### config.mk
export PLATFORM = sky130hd
export DESIGN_NAME = fornogame
export DESIGN_NICKNAME = d
export VERILOG_FILES = /design/src/rtl/fornogame_pkg.sv /design/src/rtl/lfsr7_sorteio.sv /design/src/rtl/fornogame.sv
export SDC_FILE = /design/constraint.sdc
export NUM_CORES = 1
export LEC_CHECK = 0
export CELL_PAD_IN_SITES_DETAIL_PLACEMENT = 0
export CELL_PAD_IN_SITES_GLOBAL_PLACEMENT = 1
export CORE_ASPECT_RATIO = 0.75
export CORE_MARGIN = 3
export CORE_UTILIZATION = 50
export CTS_BUF_LIST = sky130_fd_sc_hd__clkbuf_4 sky130_fd_sc_hd__clkbuf_8 sky130_fd_sc_hd__clkbuf_16
export DETAILED_ROUTE_END_ITERATION = 10
export PLACE_DENSITY = 0.83
export SLEW_MARGIN = 20
export SYNTH_ARGS = -nofsm -noshare
export SYNTH_HDL_FRONTEND = slang
export SYNTH_SLANG_ARGS = --single-unit
### constraint.sdc
create_clock -name clock -period 4.76 [get_ports clock]
set_input_delay 0.952 -clock clock [delete_from_list [all_inputs] [get_ports clock]]
set_output_delay 0.952 -clock clock [all_outputs]
set_load 0.05 [all_outputs]
### src/rtl/fornogame_pkg.sv
// Shared definitions for the oven-timing minigame (fornogame).
// - state_t  : FSM state codes, also driven on estado for the display/output mux
// - LFSR_SEED: power-on value of the target-drawing LFSR
// - LED_ALL_ON / LED_ALL_OFF: feedback LED patterns
// - mod7()   : 7-bit value modulo 7 without a divider
package fornogame_pkg;

    typedef enum logic [3:0] {
        IDLE    = 4'd0,
        PREPARA = 4'd1,
        SORTEIA = 4'd2,
        VARRE   = 4'd3,
        AVALIA  = 4'd4,
        ACERTO  = 4'd5,
        ERRO    = 4'd6,
        PROXIMA = 4'd7,
        FIM     = 4'd8
    } state_t;

    localparam logic [6:0] LFSR_SEED   = 7'h5A;
    localparam logic [6:0] LED_ALL_ON  = 7'h7F;
    localparam logic [6:0] LED_ALL_OFF = 7'h00;

    // 8 == 1 (mod 7), so summing the octal digits preserves the residue.
    // Two folds bring the sum to 0..8; one conditional subtract finishes it.
    function automatic logic [2:0] mod7(input logic [6:0] v);
        logic [3:0] s1;
        logic [3:0] s2;
        s1 = {3'b000, v[6]} + {1'b0, v[5:3]} + {1'b0, v[2:0]};
        s2 = {3'b000, s1[3]} + {1'b0, s1[2:0]};
        if (s2 >= 4'd7)
            s2 = s2 - 4'd7;
        return 3'(s2);
    endfunction

endpackage

### src/rtl/lfsr7_sorteio.sv
// 7-bit Fibonacci LFSR used to draw the target LED.
// Ports:
//   clock, reset (async, active-high) -- reset loads LFSR_SEED
//   advance     -- step the LFSR once this cycle
//   value_mod7  -- current LFSR value modulo 7 (0..6), i.e. a LED index
module lfsr7_sorteio
    import fornogame_pkg::*;
(
    input  logic       clock,
    input  logic       reset,
    input  logic       advance,
    output logic [2:0] value_mod7
);

    logic [6:0] lfsr;

    // Only reset reseeds; a new game continues the sequence.
    always_ff @(posedge clock or posedge reset) begin
        if (reset)
            lfsr <= LFSR_SEED;
        else if (advance)
            lfsr <= {lfsr[5:0], lfsr[6] ^ lfsr[5]};
    end

    assign value_mod7 = mod7(lfsr);

endmodule

### src/rtl/fornogame.sv
// Oven-timing minigame: a pointer sweeps the 7 button LEDs, the player
// presses any button when it reaches the target LED. ROUNDS rounds are
// scored, then pronto is raised and the score held.
// Ports:
//   clock, reset    -- game clock, async active-high reset
//   jogar           -- one-cycle start pulse (honoured in IDLE and FIM only)
//   dificuldade     -- 0 easy / 1 hard, sampled with the start pulse
//   botoes[6:0]     -- button levels, active-high
//   estado[3:0]     -- FSM state code
//   jogadas[6:0]    -- LED pattern
//   pontuacao[2:0]  -- hit count (saturates at 7)
//   pronto          -- high while in FIM
module fornogame
    import fornogame_pkg::*;
#(
    parameter int ROUNDS    = 5,
    parameter int STEP_EASY = 500,
    parameter int STEP_HARD = 250,
    parameter int FEEDBACK  = 1000,
    parameter int SWEEPS    = 2
) (
    input  logic       clock,
    input  logic       reset,
    input  logic       jogar,
    input  logic       dificuldade,
    input  logic [6:0] botoes,
    output logic [3:0] estado,
    output logic [6:0] jogadas,
    output logic [2:0] pontuacao,
    output logic       pronto
);

    localparam int STEP_MAX = (STEP_EASY > STEP_HARD) ? STEP_EASY : STEP_HARD;
    localparam int STEP_W   = (STEP_MAX > 1) ? $clog2(STEP_MAX) : 1;
    localparam int FB_W     = (FEEDBACK > 1) ? $clog2(FEEDBACK) : 1;
    localparam int SWEEP_W  = $clog2(SWEEPS + 1);

    state_t state, state_nxt;

    logic [6:0]         botoes_q;
    logic               press;
    logic               hard;
    logic [2:0]         pointer;
    logic [2:0]         target;
    logic [2:0]         target_draw;
    logic [2:0]         round;
    logic [STEP_W-1:0]  step_cnt;
    logic [STEP_W-1:0]  step_last;
    logic [SWEEP_W-1:0] sweep_cnt;
    logic [FB_W-1:0]    fb_cnt;
    logic               step_done;
    logic               wrap;
    logic               timeout;
    logic               fb_done;
    logic               hit;
    logic               round_last;
    logic [3:0]         p4;
    logic [3:0]         t4;

    lfsr7_sorteio u_lfsr (
        .clock      (clock),
        .reset      (reset),
        .advance    (state == SORTEIA),
        .value_mod7 (target_draw)
    );

    // Rising edge on any button; simultaneous edges collapse to one press.
    assign press      = |(botoes & ~botoes_q);

    assign step_last  = hard ? STEP_W'(STEP_HARD - 1) : STEP_W'(STEP_EASY - 1);
    assign step_done  = (step_cnt == step_last);
    assign wrap       = step_done && (pointer == 3'd6);
    assign timeout    = wrap && (sweep_cnt == SWEEP_W'(SWEEPS - 1));
    assign fb_done    = (fb_cnt == FB_W'(FEEDBACK - 1));
    assign round_last = (({1'b0, round} + 4'd1) == 4'(ROUNDS));

    // The pointer is frozen on the press cycle, so in AVALIA it still holds
    // the pre-step value that was showing when the button went down.
    assign p4  = {1'b0, pointer};
    assign t4  = {1'b0, target};
    assign hit = hard ? (pointer == target)
                      : ((p4 <= t4 + 4'd1) && (t4 <= p4 + 4'd1));

    // State register
    always_ff @(posedge clock or posedge reset) begin
        if (reset)
            state <= IDLE;
        else
            state <= state_nxt;
    end

    // Next-state logic
    always_comb begin
        state_nxt = state;
        case (state)
            IDLE:    if (jogar) state_nxt = PREPARA;
            PREPARA: state_nxt = SORTEIA;
            SORTEIA: state_nxt = VARRE;
            VARRE: begin
                // A press on the final wrap cycle takes priority over timeout.
                if (press)
                    state_nxt = AVALIA;
                else if (timeout)
                    state_nxt = ERRO;
            end
            AVALIA:  state_nxt = hit ? ACERTO : ERRO;
            ACERTO,
            ERRO:    if (fb_done) state_nxt = PROXIMA;
            PROXIMA: state_nxt = round_last ? FIM : SORTEIA;
            FIM:     if (jogar) state_nxt = PREPARA;
            default: state_nxt = IDLE;
        endcase
    end

    // Outputs decoded from registered state only
    always_comb begin
        jogadas = LED_ALL_OFF;
        pronto  = 1'b0;
        case (state)
            VARRE:   jogadas = (7'b1 << pointer) | (7'b1 << target);
            ACERTO:  jogadas = LED_ALL_ON;
            FIM:     pronto  = 1'b1;
            default: ;
        endcase
    end

    assign estado = state;

    // Datapath
    always_ff @(posedge clock or posedge reset) begin
        if (reset) begin
            botoes_q  <= '0;
            hard      <= 1'b0;
            pointer   <= '0;
            target    <= '0;
            round     <= '0;
            step_cnt  <= '0;
            sweep_cnt <= '0;
            fb_cnt    <= '0;
            pontuacao <= '0;
        end else begin
            botoes_q <= botoes;

            if (state == ACERTO || state == ERRO)
                fb_cnt <= fb_cnt + 1'b1;
            else
                fb_cnt <= '0;

            case (state)
                IDLE, FIM: begin
                    // Cleared on the start pulse so PREPARA already shows a zero score.
                    if (jogar) begin
                        hard      <= dificuldade;
                        pontuacao <= '0;
                        round     <= '0;
                    end
                end
                SORTEIA: begin
                    target    <= target_draw;
                    pointer   <= '0;
                    step_cnt  <= '0;
                    sweep_cnt <= '0;
                end
                VARRE: begin
                    if (!press) begin
                        if (step_done) begin
                            step_cnt <= '0;
                            if (pointer == 3'd6) begin
                                pointer   <= '0;
                                sweep_cnt <= sweep_cnt + 1'b1;
                            end else begin
                                pointer <= pointer + 3'd1;
                            end
                        end else begin
                            step_cnt <= step_cnt + 1'b1;
                        end
                    end
                end
                AVALIA: begin
                    if (hit && pontuacao != 3'd7)
                        pontuacao <= pontuacao + 3'd1;
                end
                PROXIMA: round <= round + 3'd1;
                default: ;
            endcase
        end
    end

endmodule

==> results of run 1 <==
==> cells in the mapped netlist, types with 2 or more instances <==
| library cell | instances | area share, % |
|---|---|---|
| a21o_1 | 4 | 0.94 |
| a21oi_1 | 17 | 2.7 |
| a22o_1 | 3 | 0.82 |
| a22oi_1 | 4 | 0.94 |
| a31oi_1 | 2 | 0.39 |
| and2_1 | 3 | 0.59 |
| and3_1 | 3 | 0.59 |
| buf_2 | 2 | 0.31 |
| buf_6 | 3 | 1.1 |
| clkbuf_1 | 5 | 0.59 |
| dfrtp_1 | 48 | 37 |
| dfstp_2 | 4 | 3.3 |
| fa_1 | 2 | 1.2 |
| ha_1 | 27 | 11 |
| inv_1 | 16 | 1.9 |
| mux2_2 | 8 | 2.8 |
| mux2i_1 | 7 | 2.2 |
| nand2_1 | 19 | 2.2 |
| nand2b_1 | 8 | 1.6 |
| nand3_1 | 13 | 2.0 |
| nand3b_1 | 6 | 1.4 |
| nand4_1 | 4 | 0.78 |
| nand4b_1 | 2 | 0.55 |
| nor2_1 | 18 | 2.1 |
| nor2b_1 | 4 | 0.78 |
| nor3_1 | 8 | 1.2 |
| nor4b_1 | 2 | 0.55 |
| o2111a_1 | 2 | 0.70 |
| o21ai_0 | 22 | 3.4 |
| or3_1 | 5 | 0.98 |
| or3b_1 | 2 | 0.55 |
| xnor2_1 | 9 | 2.5 |
| xor2_1 | 8 | 2.2 |
==> sequential cells by signal, indices dropped and copies added, names as in the netlist <==
register,flops
fb_cnt,10
step_cnt,9
botoes_q,7
u_lfsr.lfsr,7
estado,4
pointer,3
pontuacao,3
round,3
target,3
sweep_cnt,2
hard,1
==> area by class of cell <==
class,instances,area (um2),area share [%]
Multi-Input combinational cell,236,1770,49.3
Sequential cell,52,1310,36.5
Timing Repair Buffer,26,258,7.19
Tap cell,78,97.6,2.72
Clock buffer,5,68.8,1.92
Inverter,17,63.8,1.78
Clock inverter,3,23.8,0.663
==> kinds of logic (layout without fill, tap and decap cells) <==
| logic type | count (synthesis) | in the layout | synth area share (%) |
|---|---|---|---|
| muxes | 16 | 16 | 5.35 |
| buffers and inverters | 28 | 51 | 4.18 |
| adders and majority gates | 29 | 29 | 11.8 |
| and+or+nand+nor | 107 | 107 | 19.4 |
| AOI/OAI and AO/OA | 67 | 67 | 13.9 |
| xor gates and xnor gates | 17 | 17 | 4.65 |
| DFF | 52 | 52 | 40.7 |
==> routing by layer <==
layer,vias up,part of all wire (%),global-route usage [%]
li1,1172,-,-
met1,1134,52,27.8
met2,42,42,26.6
met3,7,4.3,3.57
met4,0,0.87,4.09
met5,-,0,0
==> power groups by stage <==
stage	combinational (mW)	sequential (mW)	clock, mW
global placement	1.36	0.733	0
finish	1.39	0.733	0.260
detailed placement	1.39	0.740	0
floorplan	1.07	0.745	0
CTS	1.40	0.733	0.268
global route	1.56	0.762	0.282
==> worst max-delay path, delay by kind of cell (launching register included) <==
family                 cells  cell delay, ns
AOI/OAI and AO/OA          1            0.25
and+or+nand+nor            2            0.54
DFF                        1            0.64
buffers and inverters      1            0.83
==> how the worst min path moves through the flow <==
| stage | cells past startpoint | startpoint | slack (ns) | to |
|---|---|---|---|---|
| finish | 1 | fb_cnt[0] | 0.46 | fb_cnt[0] |
| global route | 1 | fb_cnt[0] | 0.49 | fb_cnt[0] |
| CTS | 1 | fb_cnt[0] | 0.46 | fb_cnt[0] |
| detailed placement | 1 | fb_cnt[0] | 0.45 | fb_cnt[0] |
| global placement | 1 | fb_cnt[0] | 0.45 | fb_cnt[0] |
| floorplan | 1 | fb_cnt[0] | 0.43 | fb_cnt[0] |
==> metrics, run 1 <==
status=finished clean; Clock Skew=0.00430 ns; drt wl/cell=14.9 um; DRT antenna net count=0; reg2reg path depth=11; input/output buffers=25; Post-Syn Nets=356; register area share after synthesis=40.7%; Slew Viols, Final=0; commonest non-fill, non-tap cells in the layout=dfrtp_1, ha_1, clkdlybuf4s50_1; combinational share of power=58.3%; crit path launch type=flop; Sequential Power Share=30.8%; total power=2.38 mW; Root Driver=clkbuf_8; register bit count reported by yosys=52; WL final=6230 um; initial core utilization=53.4%; Post-synth EDFFs=0; Crit Reg-Reg Startpoint=u_lfsr.lfsr[0]; crit share post-route=74.2%; Power Density=664 nW/um2; Ports=26; Setup crit end=jogadas[6]; cell area after synthesis=3210 um2; leakage dissipation=1.57 nW; final core occ=59.7%; # rows=24; Max Freq=0.283 GHz; max_slew headroom=37.8%; commonest non-fill, non-tap cell in the layout=dfrtp_1; Pre-antenna DRT Iters=4; Final Hold Slack=0.460 ns; Area growth syn-to-layout=11.8%; Vias/cell=5.65; initial antenna violation count=0; core box area=6010 um2; synthesis warning total=0; RR Endpoint=target[0]; Worst EP required=3.81 ns; largest net degree at the start of global routing=29; # H-tree levels=2; Post-CTS Hold Fix Bufs=0; Hold WC Path Type=flop to flop; crit end category=output pin; Sw Share=47.6%; number of diodes=0; ys flop type=dfrtp_1; flop-to-flop setup slack=1.90 ns; internal power=1.25 mW; Worst VDD drop=333 uV; Fillers=542; vias=2355; DP Cell Count=409; layout cells sized above 1=9.44%; initial DRC count=107; dpl cell area=3490 um2; critical path launch point=estado[0]; Layout Cells excl Fill=417; cells resized by post-CTS repair=0; Die X=98.5 um; GRT Resource Usage Total=18.1%; hpwl dp=4710 um; vias in the first global route=2101; full die area=7420 um2; RePlAce Congestion=0.819; Reg clk slew, reported paths=0.10 ns; Clk Latency, worst-skew pair=0.31 ns; Clock Sink Count=52; Final Hold Violating Endpoints=0; first-pass GRT wire length=10600 um; syn avg cell area=10.1 um2; CP max-delay cell=clkdlybuf4s50_1; WP data arrival=2.58 ns; setup TNS=0 ns; Crit Path Category=flop to output pin; Post-route DRC=0; pre-CTS setup slack=1.56 ns; clock power share=10.9%; critical-path cell list=and2b_1, nand3b_1, o21ai_0, clkdlybuf4s50_1; worst slew pin tran=0.934 ns; fin area=3580 um2; critical path peak fanout=11; min Tclk post-route=3.53 ns; CTS buffer count=5; postcts setup bufs=0; clk buf depth=2; Max Cap Viol=0; NetSw=1.13 mW; final worst slack=1.23 ns; gate count of the mapped netlist=316; Final setup viols=0; die height=75.3 um; global route overflow=0; RSZ-0062 raised after global routing=no; CTS tree=done; synth unique cells=59; crit-path max cell delay=0.83 ns; nets=378; fraction of registers with async set/reset=100%
Power figures use the tool's default switching activity.
==> run 2, diff against run 1 <==
Settings changed: CORE_UTILIZATION 50 to 42, PLACE_DENSITY 0.83 to 0.74.
Clock period 4.76 ns to 3.2 ns, I/O delays scaled along.
==> run 2 against run 1 <==
Global-route usage fell by 2.3 points. First-iteration DRC count shrank 17%. Sequential share of layout area fell by 0.51 points. Routed wire length is 0.39% lower. Clock skew grew 0.0065 ns. Combinational power grew 55%. Final area grew 1.4%. Non-clock buffer count increased by 4. Sequential power is 43% higher. Worst hold slack worse by 0.0026 ns. Largest power group unchanged.
==> metrics, run 2 (synthesized netlist as in run 1, its figures left out) <==
GRT Resource Usage Total=15.8%; global route overflow=0; Layout Cells excl Fill=441; status=finished clean; # rows=26; Sequential Power Share=29.2%; max reg flops=10; Slew Viols, Final=0; Hold WC Path Type=flop to flop; commonest non-fill, non-tap cell in the layout=dfrtp_1; Power Density=989 nW/um2; initial core utilization=45.2%; die height=81.7 um; Top reg by flops=fb_cnt; worst slew pin tran=0.946 ns; Vias/cell=5.24; CTS tree=done; commonest non-fill, non-tap cells in the layout=dfrtp_1, ha_1, o21ai_0; Final Hold Violating Endpoints=0; max_slew headroom=37.0%; initial antenna violation count=0; number of diodes=0; Worst EP required=3.39 ns; # H-tree levels=2; input/output buffers=25; Root Driver=clkbuf_8; layout cells sized above 1=12.5%; RSZ-0062 raised after global routing=no; Clk Latency, worst-skew pair=0.31 ns; first-pass GRT wire length=11000 um; vias=2309; crit path launch type=flop; cells resized by post-CTS repair=0; Sw Share=47.8%; NetSw=1.72 mW; clock power share=10.9%; min Tclk post-route=2.88 ns; largest net degree at the start of global routing=30; clk buf depth=2; internal power=1.88 mW; critical path peak fanout=5; postcts setup bufs=0; WP data arrival=3.08 ns; Largest regs=fb_cnt (10), step_cnt (9); hpwl dp=4750 um; Area growth syn-to-layout=13.4%; Pre-antenna DRT Iters=4; initial DRC count=89; Max Cap Viol=0; Clock Sink Count=52; Die X=107 um; Worst VDD drop=643 uV; Clock Skew=0.0108 ns; Ports=26; CTS buffer count=5; DP Cell Count=433; crit end category=flop; Reg clk slew, reported paths=0.10 ns; Post-CTS Hold Fix Bufs=0; core box area=7090 um2; drt wl/cell=14.1 um; WL final=6210 um; RePlAce Congestion=0.805; Crit Path Category=flop to flop; DRT antenna net count=0; vias in the first global route=2264; full die area=8730 um2; crit share post-route=90.1%; setup TNS=0 ns; Final setup viols=0; Max Freq=0.347 GHz; combinational share of power=60.0%; leakage dissipation=1.62 nW; Post-route DRC=0; nets=382
==> run 2: cell types whose count changed in the layout (fill, tap and decap cells not counted) <==
cell / change
inv_6: +2
buf_4: +10
clkinv_4: -1
clkinvlp_4: -1
buf_12: +1
clkdlybuf4s50_1: -7
==> run 2: power by group through the flow <==
stage / registers [mW] / logic, mW / clock network [mW]
CTS: 1.05 / 2.17 / 0.406
global route: 1.08 / 2.43 / 0.443
global placement: 1.06 / 2.12 / 0
finish: 1.05 / 2.16 / 0.390
floorplan: 1.11 / 1.60 / 0
detailed placement: 1.06 / 2.15 / 0
==> run 2: worst max-delay path: stages (launching register included) <==
cell and delay [ns]:
dfrtp_1 0.42, fa_1 0.49, a21o_1 0.18, a21o_1 0.17, ha_1 0.22, ha_1 0.30, ha_1 0.26, a221oi_1 0.28
a21oi_1 0.12, xor2_1 0.17, nand2_1 0.08, o21ai_0 0.07
==> run 2: area by class of cell <==
class	instances	area (um2)
flip-flops and latches	52	1310
clock buffers	5	68.8
inverters	17	63.8
well taps	98	123
multi-input cells	236	1770
repair buffers	30	283
clock inverters	3	25.0
fillers	662	3460
==> run 2: layer usage <==
metal / vias to the layer above / track usage, % / wire length (um)
li1: 1180 / - / -
met1: 1081 / 24.6 / 3460
met2: 39 / 21.6 / 2420
met3: 9 / 3.53 / 226
met4: 0 / 4.34 / 102
met5: - / 0 / 0
==> run 2: path summary, 6_finish.rpt <==
path / start / to / slack (ns) / depth (start not counted)
max in group asynchronous: reset / u_lfsr.lfsr[4] / 1.86 / 3
worst max-delay path: u_lfsr.lfsr[0] / target[0] / 0.32 / 11
worst min register to register: fb_cnt[0] / fb_cnt[0] / 0.46 / 1
worst max register to register: u_lfsr.lfsr[0] / target[0] / 0.32 / 11
worst min-delay path: fb_cnt[0] / fb_cnt[0] / 0.46 / 1
min in group asynchronous: reset / botoes_q[6] / 0.73 / 2
==> run 2: metrics by stage <==
step | hold slack (ns) | cell area (um2) | total power, mW | utilization (%) | worst slack, ns
after floorplan | 0.425 | 3210 | 2.70 | - | 0.130
after global placement | 0.441 | 3540 | 3.17 | 49.9 | 0.378
after detailed placement | 0.449 | 3540 | 3.21 | 49.9 | 0.350
after CTS | 0.463 | 3630 | 3.63 | 51.3 | 0.293
after global routing | 0.503 | 3630 | 3.96 | 51.3 | 0.0789
final | 0.457 | 3630 | 3.59 | 51.3 | 0.318
